===== src/rtl/eye_width_sweep_engine.sv =====
// Eye-width sweep engine: steps the PI code, runs one point test per code and parks the PI at the widest all-pass window.
// Optional point-test watchdog enabled by defining EYE_SWEEP_TIMEOUT_EN.
module eye_width_sweep_engine #(
  parameter int NUM_STEPS      = 16,
  parameter int PI_W           = 4,
  parameter int LANES          = 16,
  parameter int SETTLE_CYCLES  = 4,
  parameter int TIMEOUT_CYCLES = 1024
) (
  input  logic             clk,
  input  logic             rst_n,
  input  logic             i_en,
  input  logic             i_mainband_or_valtrain_test,
  input  logic             i_pt_done,
  input  logic [LANES-1:0] i_pt_lanes_result,
  output logic             o_pt_en,
  output logic             o_pt_mainband_or_valtrain,
  output logic [PI_W-1:0]  o_pi_step,
  output logic             o_test_ack,
  output logic [PI_W-1:0]  o_center_step,
  output logic [PI_W:0]    o_best_width,
  output logic             o_sweep_fail,
  output logic             o_timeout
);

  typedef enum logic [2:0] {IDLE, SETTLE, RUN_PT, EVAL, DONE} state_t;

  localparam int SW = $clog2(SETTLE_CYCLES + 1);
  localparam logic [SW-1:0]   SETTLE_LAST = SW'(SETTLE_CYCLES - 1);
  localparam logic [PI_W-1:0] LAST_CODE   = PI_W'(NUM_STEPS - 1);
  localparam logic [PI_W:0]   LEN_ONE     = (PI_W+1)'(1);

  state_t            state_r, state_s;
  logic [PI_W-1:0]   code_r, code_s;
  logic [SW-1:0]     settle_cnt_r, settle_cnt_s;
  logic              pt_en_r, pt_en_s;
  logic              test_type_r, test_type_s;
  logic              pass_r, pass_s;
  logic [PI_W-1:0]   pi_step_r, pi_step_s;
  logic [PI_W-1:0]   cur_start_r, cur_start_s;
  logic [PI_W:0]     cur_len_r, cur_len_s;
  logic [PI_W-1:0]   best_start_r, best_start_s;
  logic [PI_W:0]     best_len_r, best_len_s;
  logic              test_ack_r, test_ack_s;
  logic [PI_W-1:0]   center_r, center_s;
  logic [PI_W:0]     best_width_r, best_width_s;
  logic              sweep_fail_r, sweep_fail_s;
  logic              pass_now_s;

`ifdef EYE_SWEEP_TIMEOUT_EN
  localparam int TW = $clog2(TIMEOUT_CYCLES + 1);
  localparam logic [TW-1:0] TO_LAST = TW'(TIMEOUT_CYCLES - 1);
  logic [TW-1:0]     to_cnt_r, to_cnt_s;
  logic              timeout_r, timeout_s;
`endif

  assign pass_now_s = test_type_r ? i_pt_lanes_result[0] : (&i_pt_lanes_result);

  // Next-state and next-register computation for the sweep FSM
  always_comb begin
    state_s      = state_r;
    code_s       = code_r;
    settle_cnt_s = settle_cnt_r;
    pt_en_s      = pt_en_r;
    test_type_s  = test_type_r;
    pass_s       = pass_r;
    pi_step_s    = pi_step_r;
    cur_start_s  = cur_start_r;
    cur_len_s    = cur_len_r;
    best_start_s = best_start_r;
    best_len_s   = best_len_r;
    test_ack_s   = test_ack_r;
    center_s     = center_r;
    best_width_s = best_width_r;
    sweep_fail_s = sweep_fail_r;
`ifdef EYE_SWEEP_TIMEOUT_EN
    to_cnt_s     = to_cnt_r;
    timeout_s    = timeout_r;
`endif
    // Losing enable anywhere outside IDLE abandons the sweep; the PI code is left where it was
    if (state_r != IDLE && !i_en) begin
      state_s    = IDLE;
      pt_en_s    = 1'b0;
      test_ack_s = 1'b0;
    end else begin
      case (state_r)
        IDLE: begin
          if (i_en) begin
            test_type_s  = i_mainband_or_valtrain_test;
            code_s       = '0;
            settle_cnt_s = '0;
            pi_step_s    = '0;
            cur_start_s  = '0;
            cur_len_s    = '0;
            best_start_s = '0;
            best_len_s   = '0;
            test_ack_s   = 1'b0;
            center_s     = '0;
            best_width_s = '0;
            sweep_fail_s = 1'b0;
`ifdef EYE_SWEEP_TIMEOUT_EN
            timeout_s    = 1'b0;
`endif
            state_s      = SETTLE;
          end else begin
            state_s = IDLE;
          end
        end
        SETTLE: begin
          if (settle_cnt_r == SETTLE_LAST) begin
            pt_en_s = 1'b1;
`ifdef EYE_SWEEP_TIMEOUT_EN
            to_cnt_s = '0;
`endif
            state_s = RUN_PT;
          end else begin
            settle_cnt_s = settle_cnt_r + SW'(1);
          end
        end
        RUN_PT: begin
          if (i_pt_done) begin
            pass_s  = pass_now_s;
            pt_en_s = 1'b0;
            state_s = EVAL;
          end
`ifdef EYE_SWEEP_TIMEOUT_EN
          else if (to_cnt_r == TO_LAST) begin
            pass_s    = 1'b0;
            pt_en_s   = 1'b0;
            timeout_s = 1'b1;
            state_s   = EVAL;
          end else begin
            to_cnt_s = to_cnt_r + TW'(1);
          end
`else
          else begin
            pt_en_s = 1'b1;
          end
`endif
        end
        EVAL: begin
          if (pass_r) begin
            if (cur_len_r == '0) begin
              cur_start_s = code_r;
            end else begin
              cur_start_s = cur_start_r;
            end
            cur_len_s = cur_len_r + LEN_ONE;
            // Strictly greater keeps the earliest of equal-width windows
            if (cur_len_s > best_len_r) begin
              best_start_s = cur_start_s;
              best_len_s   = cur_len_s;
            end else begin
              best_start_s = best_start_r;
            end
          end else begin
            cur_len_s = '0;
          end
          if (code_r == LAST_CODE) begin
            state_s      = DONE;
            test_ack_s   = 1'b1;
            best_width_s = best_len_s;
            if (best_len_s == '0) begin
              sweep_fail_s = 1'b1;
              center_s     = '0;
              pi_step_s    = '0;
            end else begin
              sweep_fail_s = 1'b0;
              center_s     = best_start_s + PI_W'((best_len_s - LEN_ONE) >> 1);
              pi_step_s    = center_s;
            end
          end else begin
            code_s       = code_r + PI_W'(1);
            pi_step_s    = code_r + PI_W'(1);
            settle_cnt_s = '0;
            state_s      = SETTLE;
          end
        end
        DONE: begin
          state_s = DONE;
        end
        default: begin
          state_s = IDLE;
        end
      endcase
    end
  end

  // State and datapath registers
  always_ff @(posedge clk or negedge rst_n) begin
    if (!rst_n) begin
      state_r      <= IDLE;
      code_r       <= '0;
      settle_cnt_r <= '0;
      pt_en_r      <= 1'b0;
      test_type_r  <= 1'b0;
      pass_r       <= 1'b0;
      pi_step_r    <= '0;
      cur_start_r  <= '0;
      cur_len_r    <= '0;
      best_start_r <= '0;
      best_len_r   <= '0;
      test_ack_r   <= 1'b0;
      center_r     <= '0;
      best_width_r <= '0;
      sweep_fail_r <= 1'b0;
`ifdef EYE_SWEEP_TIMEOUT_EN
      to_cnt_r     <= '0;
      timeout_r    <= 1'b0;
`endif
    end else begin
      state_r      <= state_s;
      code_r       <= code_s;
      settle_cnt_r <= settle_cnt_s;
      pt_en_r      <= pt_en_s;
      test_type_r  <= test_type_s;
      pass_r       <= pass_s;
      pi_step_r    <= pi_step_s;
      cur_start_r  <= cur_start_s;
      cur_len_r    <= cur_len_s;
      best_start_r <= best_start_s;
      best_len_r   <= best_len_s;
      test_ack_r   <= test_ack_s;
      center_r     <= center_s;
      best_width_r <= best_width_s;
      sweep_fail_r <= sweep_fail_s;
`ifdef EYE_SWEEP_TIMEOUT_EN
      to_cnt_r     <= to_cnt_s;
      timeout_r    <= timeout_s;
`endif
    end
  end

  assign o_pt_en                   = pt_en_r;
  assign o_pt_mainband_or_valtrain = test_type_r;
  assign o_pi_step                 = pi_step_r;
  // Ack falls in the same cycle the controller withdraws enable
  assign o_test_ack                = test_ack_r & i_en;
  assign o_center_step             = center_r;
  assign o_best_width              = best_width_r;
  assign o_sweep_fail              = sweep_fail_r;
`ifdef EYE_SWEEP_TIMEOUT_EN
  assign o_timeout                 = timeout_r;
`else
  assign o_timeout                 = 1'b0;
`endif

endmodule

===== config.mk =====
export PLATFORM = sky130hd
export DESIGN_NAME = eye_width_sweep_engine
export DESIGN_NICKNAME = d
export VERILOG_FILES = /design/src/rtl/eye_width_sweep_engine.sv
export SDC_FILE = /design/constraint.sdc
export NUM_CORES = 1
export LEC_CHECK = 0
export CAP_MARGIN = 30
export CORE_MARGIN = 2
export CORE_UTILIZATION = 40
export DETAILED_ROUTE_END_ITERATION = 10
export GPL_TIMING_DRIVEN = 0
export PLACE_DENSITY = 0.71
export SYNTH_ARGS = -nofsm -noshare
export SYNTH_HDL_FRONTEND = slang
export SYNTH_SLANG_ARGS = --single-unit

===== constraint.sdc =====
create_clock -name clk -period 3.56 [get_ports clk]
set_input_delay 0.712 -clock clk [delete_from_list [all_inputs] [get_ports clk]]
set_output_delay 0.712 -clock clk [all_outputs]
set_load 0.005 [all_outputs]

==> flow_metrics.py <==
metrics = {
    "run_status": {
        "status": "complete, but fails checks",
        "violations": "design-rule violations, negative setup slack",
    },
    "grt": {
        "grt_overflow": 0,
        "grt_pass1_vias": 2289,
        "grt_max_degree": 27,
        "antenna_found_initial": 0,
        "grt_pass1_wl_mm": 10.8,
        "grt_util_all_layers": 0.186,
    },
    "placed_design": {
        "portBuffers": 36,
        "dp_worst_setup_slack_ps": -427,
        "gp_congestion": 0.847,
        "post_dp_cell_area_sq_um": 3190,
        "dp_hpwl_mm": 4.55,
    },
    "timing": {
        "fin_crit_sh": 1.02,
        "finalSetupViolations": 1,
        "finClkSkew_ps": 9.67,
        "fin_ws_ps": -74.1,
        "timing.final.crit_period_ps": 3630,
        "maxSlewViolCount": 0,
        "finalHoldViolations": 0,
        "tns_ps": -74.1,
        "grt_setup_unrepaired": "yes",
        "slew_headroom": 0.635,
        "fmax_mhz": 275,
        "hold_ws_ps": 368,
        "tightest_slew_ps": 544,
    },
    "logic_synthesis": {
        "ys_ff_latch": 46,
        "ys_warn_count": 0,
        "synthCells": 289,
        "synth_edf_count": 0,
        "async_reset_ff_frac": 1.00,
        "syn_area_sq_um": 2670,
        "ys_seq_area_frac": 0.431,
        "synth_ff_type": "dfrtp_1",
        "syn_nets": 325,
        "synth.distinct_cells": 49,
        "postSynthAreaPerCell_sq_um": 9.25,
    },
    "floorplan": {
        "num_rows": 29,
        "dieArea_sq_um": 7350,
        "io_pins": 39,
        "start_util": 0.416,
        "die_w_um": 85.8,
        "die_h_um": 85.8,
        "core_sq_um": 6420,
    },
    "critical_path": {
        "path_max_fanout": 7,
        "rr_startpoint": "cur_len_r[0]",
        "cp-startpoint": "cur_len_r[0]",
        "crit_path_end_kind": "flip-flop",
        "crit_type": "flip-flop to flip-flop",
        "rr_worst_depth": 16,
        "crit_path_start_kind": "flip-flop",
        "r2r_slack_ps": -70,
        "crit_arrival_ps": 3830,
        "required_ps": 3760,
        "rr_endpoint": "o_pi_step[3]",
        "crit_end": "o_pi_step[3]",
    },
    "detailed_routing": {
        "ant_nets": 0,
        "wl_mm": 6.47,
        "via_count": 2291,
        "viasPerCell": 5.35,
        "first_pass_iters": 7,
        "remaining_drc_errors": 1,
        "wl_per_cell_um": 15.1,
        "drtIter0Drc": 103,
    },
    "clock_network": {
        "clk_latency_ps": 300,
        "cts_buffers": 5,
        "holdBufCountCts": 0,
        "clk_pin_slew_ps": 90,
        "cts_tree": "yes",
        "cts_buffer_depth": 2,
        "cts-root-buf": "clkbuf_8",
        "htree_num_levels": 2,
        "cts.sinks": 46,
    },
    "final_layout": {
        "layout-drive-gt1-share": 0.188,
        "fillerInstances": 563,
        "syn2layout_area_growth_pct": 35.0,
        "layout.nets": 386,
        "antenna_cells": 0,
        "design_area_sq_um": 3610,
    },
    "power_and_ir_drop": {
        "pwr_density_cell_nw_per_um2": 343,
        "power.leakage_nw": 1.58,
        "power.total_w": 0.00124,
        "ir_drop_mv": 0.263,
    },
    "hold_path": {
        "hp-class": "input port to asynchronous set/reset pin",
    },
    "job": {
        "maxCapViolations": 0,
    },
}
==> synth_stat cells (all sizes together) (5+ instances only) <==
cell    count  area share
xnor2       5       0.016
inv        12       0.017
nand2      41       0.058
o31ai       7       0.020
nor2       20       0.028
ha         14       0.066
a22o        6       0.020
nand3      11       0.021
clkbuf      9       0.014
nor2b       5       0.012
o21ai      33       0.062
dfrtp      46        0.43
mux2i       5       0.019
a21oi      20       0.043
==> worst min path at each step <==
stage | start | endpoint | slack [ps]
2_1_floorplan | rst_n | best_len_r[0] | 420
3_3_place_gp | o_best_width[1] | o_best_width[1] | 460
3_5_place_dp | o_best_width[1] | o_best_width[1] | 470
4_1_cts | rst_n | cur_start_r[3] | 380
5_1_grt | rst_n | test_ack_r | 400
6_report | rst_n | settle_cnt_r[0] | 370
==> final cells by class <==
class	instances	area [sq um]	area share
tap	77	96.3	0.0267
multi-input combinational	218	1610	0.446
timing repair buffer	54	519	0.144
inverter	12	45.0	0.0125
sequential	46	1150	0.320
clock inverter	1	30.0	0.00832
clock buffer	7	76.3	0.0211
buffer	13	78.8	0.0218
==> critical path: stages (launching register included) <==
cell	delay [ps]
dfrtp_2	440
ha_4	190
nand3_4	110
xnor2_4	170
ha_4	280
nand3_2	60
o21bai_4	180
a21oi_4	250
nor2_1	110
a21oi_4	200
nand3_1	140
xor2_1	170
ha_1	350
a21oi_2	200
xnor2_2	90
or4_4	430
o211ai_1	150
==> timing repair <==
action | in CTS | in global routing
resized for setup | 12 | 15
pin swaps | 6 | 10
setup buffers | 12 | 5
endpoints found under the setup margin | 4 | 4
==> power by group <==
group          leakage [nW]  internal [W]  total, W  switching [W]
clock                0.0524      0.000210  0.000389       0.000178
combinational         0.898      0.000135  0.000282       0.000147
sequential            0.632      0.000549  0.000567      0.0000182
total                  1.58      0.000894   0.00124       0.000343
==> placed cells by master, fill, tap and decap left out, drive strengths merged, types with 11 or more instances in the layout <==
| cell | n |
|---|---|
| a21oi | 20 |
| buf | 24 |
| clkbuf | 15 |
| clkdlybuf4s50 | 35 |
| dfrtp | 46 |
| ha | 14 |
| inv | 12 |
| nand2 | 41 |
| nand3 | 11 |
| nor2 | 20 |
| o21ai | 33 |
==> cell families after synthesis <==
kind of cell	synth area share
AOI/OAI and AO/OA	0.205
xor gates and xnor gates	0.0295
adders and majority gates	0.0730
buffers and inverters	0.0449
DFF	0.431
muxes	0.0384
other	0.00140
and+or+nand+nor	0.177
==> metal layers <==
layer,wire length (um),vias up,global-route usage
li1,-,1143,-
met1,3030,1120,0.245
met2,3260,24,0.315
met3,128,4,0.0337
met4,51,0,0.0505
met5,0,-,0
==> stage by stage <==
step / instances / util
after global routing: 428 / 0.562
after floorplan: 289 / -
after global placement: 402 / 0.495
after detailed placement: 403 / 0.497
after CTS: 423 / 0.539
final: 428 / 0.562
==> registers in the layout, summed over array words and instances (netlist names) <==
register / flops
o_sweep_fail: 1
o_pi_step: 4
o_best_width: 5
o_center_step: 4
settle_cnt_r: 3
test_ack_r: 1
cur_start_r: 4
best_len_r: 5
o_pt_en: 1
cur_len_r: 5
best_start_r: 4
state_r: 3
code_r: 4
o_pt_mainband_or_valtrain: 1
pass_r: 1
Note: power is estimated with default switching activity, not from simulation.
